File: src/rtl/dot_product_accumulator.sv
// dot_product_accumulator
//
// Streaming signed multiply-accumulate cell. Each enabled cycle supplies
// one data/weight pair. The cell multiplies the pair, sums VECTOR_LENGTH
// products, and presents each finished sum for a single cycle as
// {valid, result}. It feeds relu_cell directly.
//
// Pipeline:
//   stage 1 - register the full-precision signed product, sign-extended to
//             RESULT_WIDTH, together with a product_valid flag
//   stage 2 - accumulate the registered products and emit the sum on the
//             last element of each vector
//
// Ports:
//   clk           system clock, rising-edge active
//   reset         asynchronous active-high reset, clears all state
//   input_data    signed operand A (DATA_WIDTH)
//   input_weight  signed operand B (DATA_WIDTH)
//   input_enable  operand pair valid this cycle
//   output_result bit [RESULT_WIDTH] = valid,
//                 bits [RESULT_WIDTH-1:0] = signed sum (zero when not valid)

module dot_product_accumulator #(
    parameter int DATA_WIDTH    = 32,
    parameter int RESULT_WIDTH  = 64,
    parameter int VECTOR_LENGTH = 4
) (
    input  logic                    clk,
    input  logic                    reset,
    input  logic [DATA_WIDTH-1:0]   input_data,
    input  logic [DATA_WIDTH-1:0]   input_weight,
    input  logic                    input_enable,
    output logic [RESULT_WIDTH:0]   output_result
);

    // A one-element vector still needs a one-bit counter so that the
    // declarations stay legal; the counter then never leaves zero.
    localparam int COUNT_WIDTH = (VECTOR_LENGTH > 1) ? $clog2(VECTOR_LENGTH) : 1;
    localparam logic [COUNT_WIDTH-1:0] LAST_COUNT = COUNT_WIDTH'(VECTOR_LENGTH - 1);

    logic signed [2*DATA_WIDTH-1:0]   data_ext;
    logic signed [2*DATA_WIDTH-1:0]   weight_ext;
    logic signed [2*DATA_WIDTH-1:0]   full_product;
    logic signed [RESULT_WIDTH-1:0]   product_wide;

    logic        [RESULT_WIDTH-1:0]   product;
    logic                             product_valid;
    logic        [RESULT_WIDTH-1:0]   acc;
    logic        [RESULT_WIDTH-1:0]   acc_sum;
    logic        [COUNT_WIDTH-1:0]    count;
    logic                             last_element;

    // Operands are sign-extended to double width before multiplying so the
    // low 2*DATA_WIDTH bits of the product are the exact signed result,
    // which is then sign-extended again to the accumulator width.
    always_comb begin
        data_ext     = {{DATA_WIDTH{input_data[DATA_WIDTH-1]}}, input_data};
        weight_ext   = {{DATA_WIDTH{input_weight[DATA_WIDTH-1]}}, input_weight};
        full_product = data_ext * weight_ext;
        product_wide = RESULT_WIDTH'(full_product);
    end

    // Stage 1: product register. The product value is only meaningful when
    // product_valid is set, but it is loaded only on enabled cycles.
    always_ff @(posedge clk or posedge reset) begin
        if (reset) begin
            product       <= '0;
            product_valid <= 1'b0;
        end else begin
            product_valid <= input_enable;
            if (input_enable) begin
                product <= product_wide;
            end
        end
    end

    // Two's complement sum wraps modulo 2^RESULT_WIDTH by construction.
    always_comb begin
        acc_sum      = acc + product;
        last_element = (count == LAST_COUNT);
    end

    // Stage 2: accumulate. Idle cycles hold the partial sum and count so a
    // vector may be spread over arbitrary gaps. The last element emits the
    // sum and restarts at zero, allowing back-to-back vectors.
    always_ff @(posedge clk or posedge reset) begin
        if (reset) begin
            acc           <= '0;
            count         <= '0;
            output_result <= '0;
        end else begin
            output_result <= '0;
            if (product_valid) begin
                if (last_element) begin
                    output_result <= {1'b1, acc_sum};
                    acc           <= '0;
                    count         <= '0;
                end else begin
                    acc   <= acc_sum;
                    count <= count + COUNT_WIDTH'(1);
                end
            end
        end
    end

endmodule

File: config.mk
export PLATFORM = sky130hd
export DESIGN_NAME = dot_product_accumulator
export DESIGN_NICKNAME = d
export VERILOG_FILES = /design/src/rtl/dot_product_accumulator.sv
export SDC_FILE = /design/constraint.sdc
export NUM_CORES = 2
export LEC_CHECK = 0
export ABC_AREA = 1
export CAP_MARGIN = 15
export CORE_ASPECT_RATIO = 1.4
export CORE_MARGIN = 3
export CORE_UTILIZATION = 46
export CTS_CLUSTER_DIAMETER = 30
export DETAILED_ROUTE_END_ITERATION = 12
export GPL_TIMING_DRIVEN = 1
export HOLD_SLACK_MARGIN = 0.05
export PLACE_DENSITY = 0.64
export SLEW_MARGIN = 20
export SYNTH_ARGS = -nofsm -noshare
export SYNTH_HDL_FRONTEND = slang
export SYNTH_SLANG_ARGS = --single-unit
File: constraint.sdc
create_clock -name clk -period 5.65 [get_ports clk]
set_input_delay 0.8475 -clock clk [delete_from_list [all_inputs] [get_ports clk]]
set_output_delay 0.8475 -clock clk [all_outputs]
set_load 0.02 [all_outputs]
# ---- After elaboration in Yosys (flattened, before gate mapping)
# Index checks and enable logic that the tools add are counted.
dict set report op_classes {
  addsub 2
  eq_ne 1
  n_mux 4
  multipliers 1
}
# operator count
set op_table {}
lappend op_table {{two-way mux 65 bit} 2}
lappend op_table {{adder 64 bit} 1}
lappend op_table {{multiplier 32 x 32 -> 64 bit} 1}
lappend op_table {{two-way mux 64 bit} 1}
lappend op_table {{adder 2 x 1 -> 2 bit, second input constant} 1}
lappend op_table {{equality test 2 bit, second input constant} 1}
lappend op_table {{two-way mux 2 bit} 1}
dict set report totals {
  inputBits 67
  ff_bits 196
  output_inout_bits 65
}

# ---- Depth between registers and ports, before layout
dict set report depth {
  word_depth 3
  mapped_depth 33
  depth_no_buf 32
}

# ---- Worst setup path after synthesis
# Ideal clock, no wire load.
dict set report synth_path {
  kind {input -> register}
  start {input port input_data[31]}
  end {register product[57]}
  setup_ns 0.118
  arrival_time_ns 7.535
  path_stages 29
  setup_slack_ns -2.003
  cell_sequence {clkbuf_1 -> nand2_1 -> inv_1 -> fa_1 -> fa_1 -> inv_1 -> fa_1 -> inv_1 -> fa_1 -> inv_1 -> fa_1 -> inv_1 -> fa_1 -> inv_1 -> fa_1 -> inv_1 -> fa_1 -> ha_1 -> nand2_1 -> nor2_1 -> inv_1 -> nor3_1 -> nand2_1 -> nor3_1 -> nand2_1 -> nand2_1 -> nand2_1 -> nand3_1 -> nand2_1}
}
dict set report synth_between {
  elab_chain_len 1
}
# element line_no
set synth_rtl {}
lappend synth_rtl {{start: declaration} 30} ;# input logic [DATA_WIDTH-1:0] input_data,
lappend synth_rtl {{multiplier 32 x 32 -> 64 bit} 59} ;# full_product = data_ext * weight_ext;
lappend synth_rtl {{end signal: assignment} 72} ;# product <= product_wide;
lappend synth_rtl {{end: declaration} 46} ;# logic [RESULT_WIDTH-1:0] product;
# No other way between the ends.
# A chain may end at the register's enable or synchronous reset.

# ---- Worst setup path in the final report
dict set report layout_path {
  start {input port input_data[22]}
  end {register product[44]}
}
# The elaborated chain is that of the path after synthesis.

==> impl_results.md <==
* Die area at 115000 µm²
* Initial drt markers at about 2800
* Most frequent cells in the layout: 1835 x nand2_1, 1805 x inv_1, 972 x fa_1
* Crit path time final at 6990 ps
* DR pass1 iterations at 6
* Core Rows at 143
* Most frequent CP cell: fa_1
* Slew headroom at 28.5%
* Num CTS Buffers at 17
* Via Count at 46200
* Yosys reg bits at around 200
* Synthesis-to-finish area growth at 32.7%
* Starting density of the core at 46.7%
* GRT Residual Overflow at 0
* Syn Area/Cell at 7.45 µm²
* Routed WL at between 150 and 200 mm
* Number of remaining DRC errors at 0
* Post-Syn Nets at 8231
* Post-Synthesis Cells at roughly 6800
* Setup WS post-layout at -1340 ps
* Synth area leader: fa_1
* Vias in the first global route at 50000
* Max Fanout on Critical Path at 4
* Initial antenna violation count at 1
* I/O pin count at between 100 and 150
* Post-synthesis sequential area ratio at 9.63%
* Clk_lat worst skew at 490 ps
* CORE AREA at 109000 µm²
* CTS root buf: clkbuf_16
* Count of cell types in the netlist at 34
* Warning count from the yosys run at 0
* Setup crit end kind: flip-flop
* Antenna Cells at 0
* Die H at 400 µm
* Max-Cap Viols at 0
* Worst hold-check path type: flip-flop to flip-flop
* Max Slew Vio Count at 0
* Share of cells above drive strength 1 at 24.3%
* Largest net degree at the start of global routing at 98
* Commonest non-fill, non-tap cell in the layout: nand2_1
* Yosys top cell area share at 42.6%
* Multi-input gate area at 42000 µm²
* Hold Fails Final Rpt at 0
* First-pass GRT wire length at 290 mm
* FF/Latch Area at 4900 µm²
* DP HPWL at about 140 mm
* Cell count after placement at 8725
* Period utilization at 124%
* Num Clock Sinks at 196
* DP Area at 59600 µm²
* Fillers at about 9400
* Final Skew at 19.5 ps
* Clock Tree Buf Depth at 2
* Final setup TNS at -58560 ps
* CTS Hold Bufs at 0
* WP data required at 6020 ps
* # H-tree levels at 4
* RSZ-0062 raised after global routing: yes
* Overall Global Routing Usage at between 30% and 40%
* Port Buffers at around 130
* Crit path kind: primary input to flip-flop
* Cell Area, Synth at slightly above 50000 µm²
* DR vias/cell at 5.12
* Setup Slack @ Placement at -2390 ps
* Final net count at 8972
* Endpoints failing setup at 55
* Clock slew at reported path FFs at 80 ps
* Actual slew at the worst max-slew pin at about 1100 ps
* Status: finished, violations left
* DR WL/cell at 21.3 µm
* Die width at around 290 µm
* Top post-synthesis cells by area: fa_1 43%, nand2_1 16%, inv_1 15%, dfrtp_1 9.6%, ha_1 6.1%
* Slowest CP cell: fa_1
* CTS tree: built
* Final Cell Area at 67600 µm²
* CP Launch Type: primary input
* Delay of the slowest critical-path stage at roughly 610 ps
* Failing checks: negative setup slack
* Worst EP arrival at 7360 ps
* Fmax at around 140 MHz
* Antenna Violating Nets Remaining at 0
* Post-Layout Cell Count at 9037
* GPL Wtd Cong at 0.990
## cells in the mapped netlist, drive strengths merged
| library cell | instances |
|---|---|
| o21bai | 19 |
| buf | 4 |
| a31oi | 4 |
| xnor2 | 50 |
| xor2 | 9 |
| or2 | 17 |
| nand4 | 39 |
| nand3b | 5 |
| a21o | 3 |
| nor2 | 309 |
| nor4 | 14 |
| nor3 | 26 |
| ha | 248 |
| a21oi | 136 |
| dfrtp | 196 |
| and2 | 3 |
| nor3b | 1 |
| and3 | 1 |
| nand2 | 2124 |
| inv | 1998 |
| clkbuf | 222 |
| fa | 1083 |
| o21ai | 117 |
| nand3 | 205 |
## final timing paths
check / from / endpoint / slack (ps) / depth (start not counted)
max in group asynchronous: reset / acc[63]$_DFFE_PP0P_ / 4110 / 3
min: acc[46]$_DFFE_PP0P_ / acc[46]$_DFFE_PP0P_ / 490 / 2
min reg2reg: acc[46]$_DFFE_PP0P_ / acc[46]$_DFFE_PP0P_ / 490 / 2
min in group asynchronous: reset / product[0]$_DFFE_PP0P_ / 690 / 2
max: input_data[22] / product[44]$_DFFE_PP0P_ / -1340 / 30
max reg2reg: product_valid$_DFF_PP0_ / acc[42]$_DFFE_PP0P_ / 2760 / 5
## what timing repair did
action	in CTS	in global routing
pin swaps	406	384
cloned	35	4
endpoints found under the setup margin	56	55
setup buffers	187	71
gates resized for setup	1066	440
## sequential cells by signal, indices dropped and copies added (netlist names)
signal         flops
acc               64
product           64
count              2
output_result     65
product_valid      1
## critical path: cells and delay by family
family	cells	cell delay [ps]
buffers and inverters	11	920
and+or+nand+nor	9	830
AOI/OAI and AO/OA	1	200
adders and majority gates	9	4540
## per-layer routing
metal / track usage, % / vias up / part of all wire, %
met5: 0 / - / 0.0062
met4: 29.0 / 2 / 11
met3: 4.93 / 857 / 5.8
met2: 60.3 / 1861 / 50
met1: 35.0 / 22700 / 33
li1: - / 20800 / -
## kinds of logic (layout without fill, tap and decap cells)
group	after synthesis	in the layout	share of synthesized area (%)
AOI/OAI and AO/OA	279	279	2.88
adders and majority gates	1331	1331	48.7
and+or+nand+nor	2744	2744	21.4
xor gates and xnor gates	59	59	1.01
DFF	196	196	9.63
buffers and inverters	2224	2978	16.4
## area by class of cell
cell class | instances | share of cell area (%)
Clock buffer | 17 | 0.629
Multi-Input combinational cell | 4413 | 62.2
Timing Repair Buffer | 948 | 15.8
Clock inverter | 15 | 0.309
Sequential cell | 196 | 7.26
Inverter | 1998 | 11.1
Tap cell | 1450 | 2.68
## per-stage QoR
stage / utilization, % / hold WS [ps]
CTS: 60.0 / 491
global route: 61.9 / 510
floorplan: - / 446
global placement: 54.6 / 457
detailed placement: 54.6 / 469
finish: 61.9 / 488
Power is left out: the tool's default activity adds up to more than one toggle a clock period on the data nets, which glitch-free logic cannot reach.
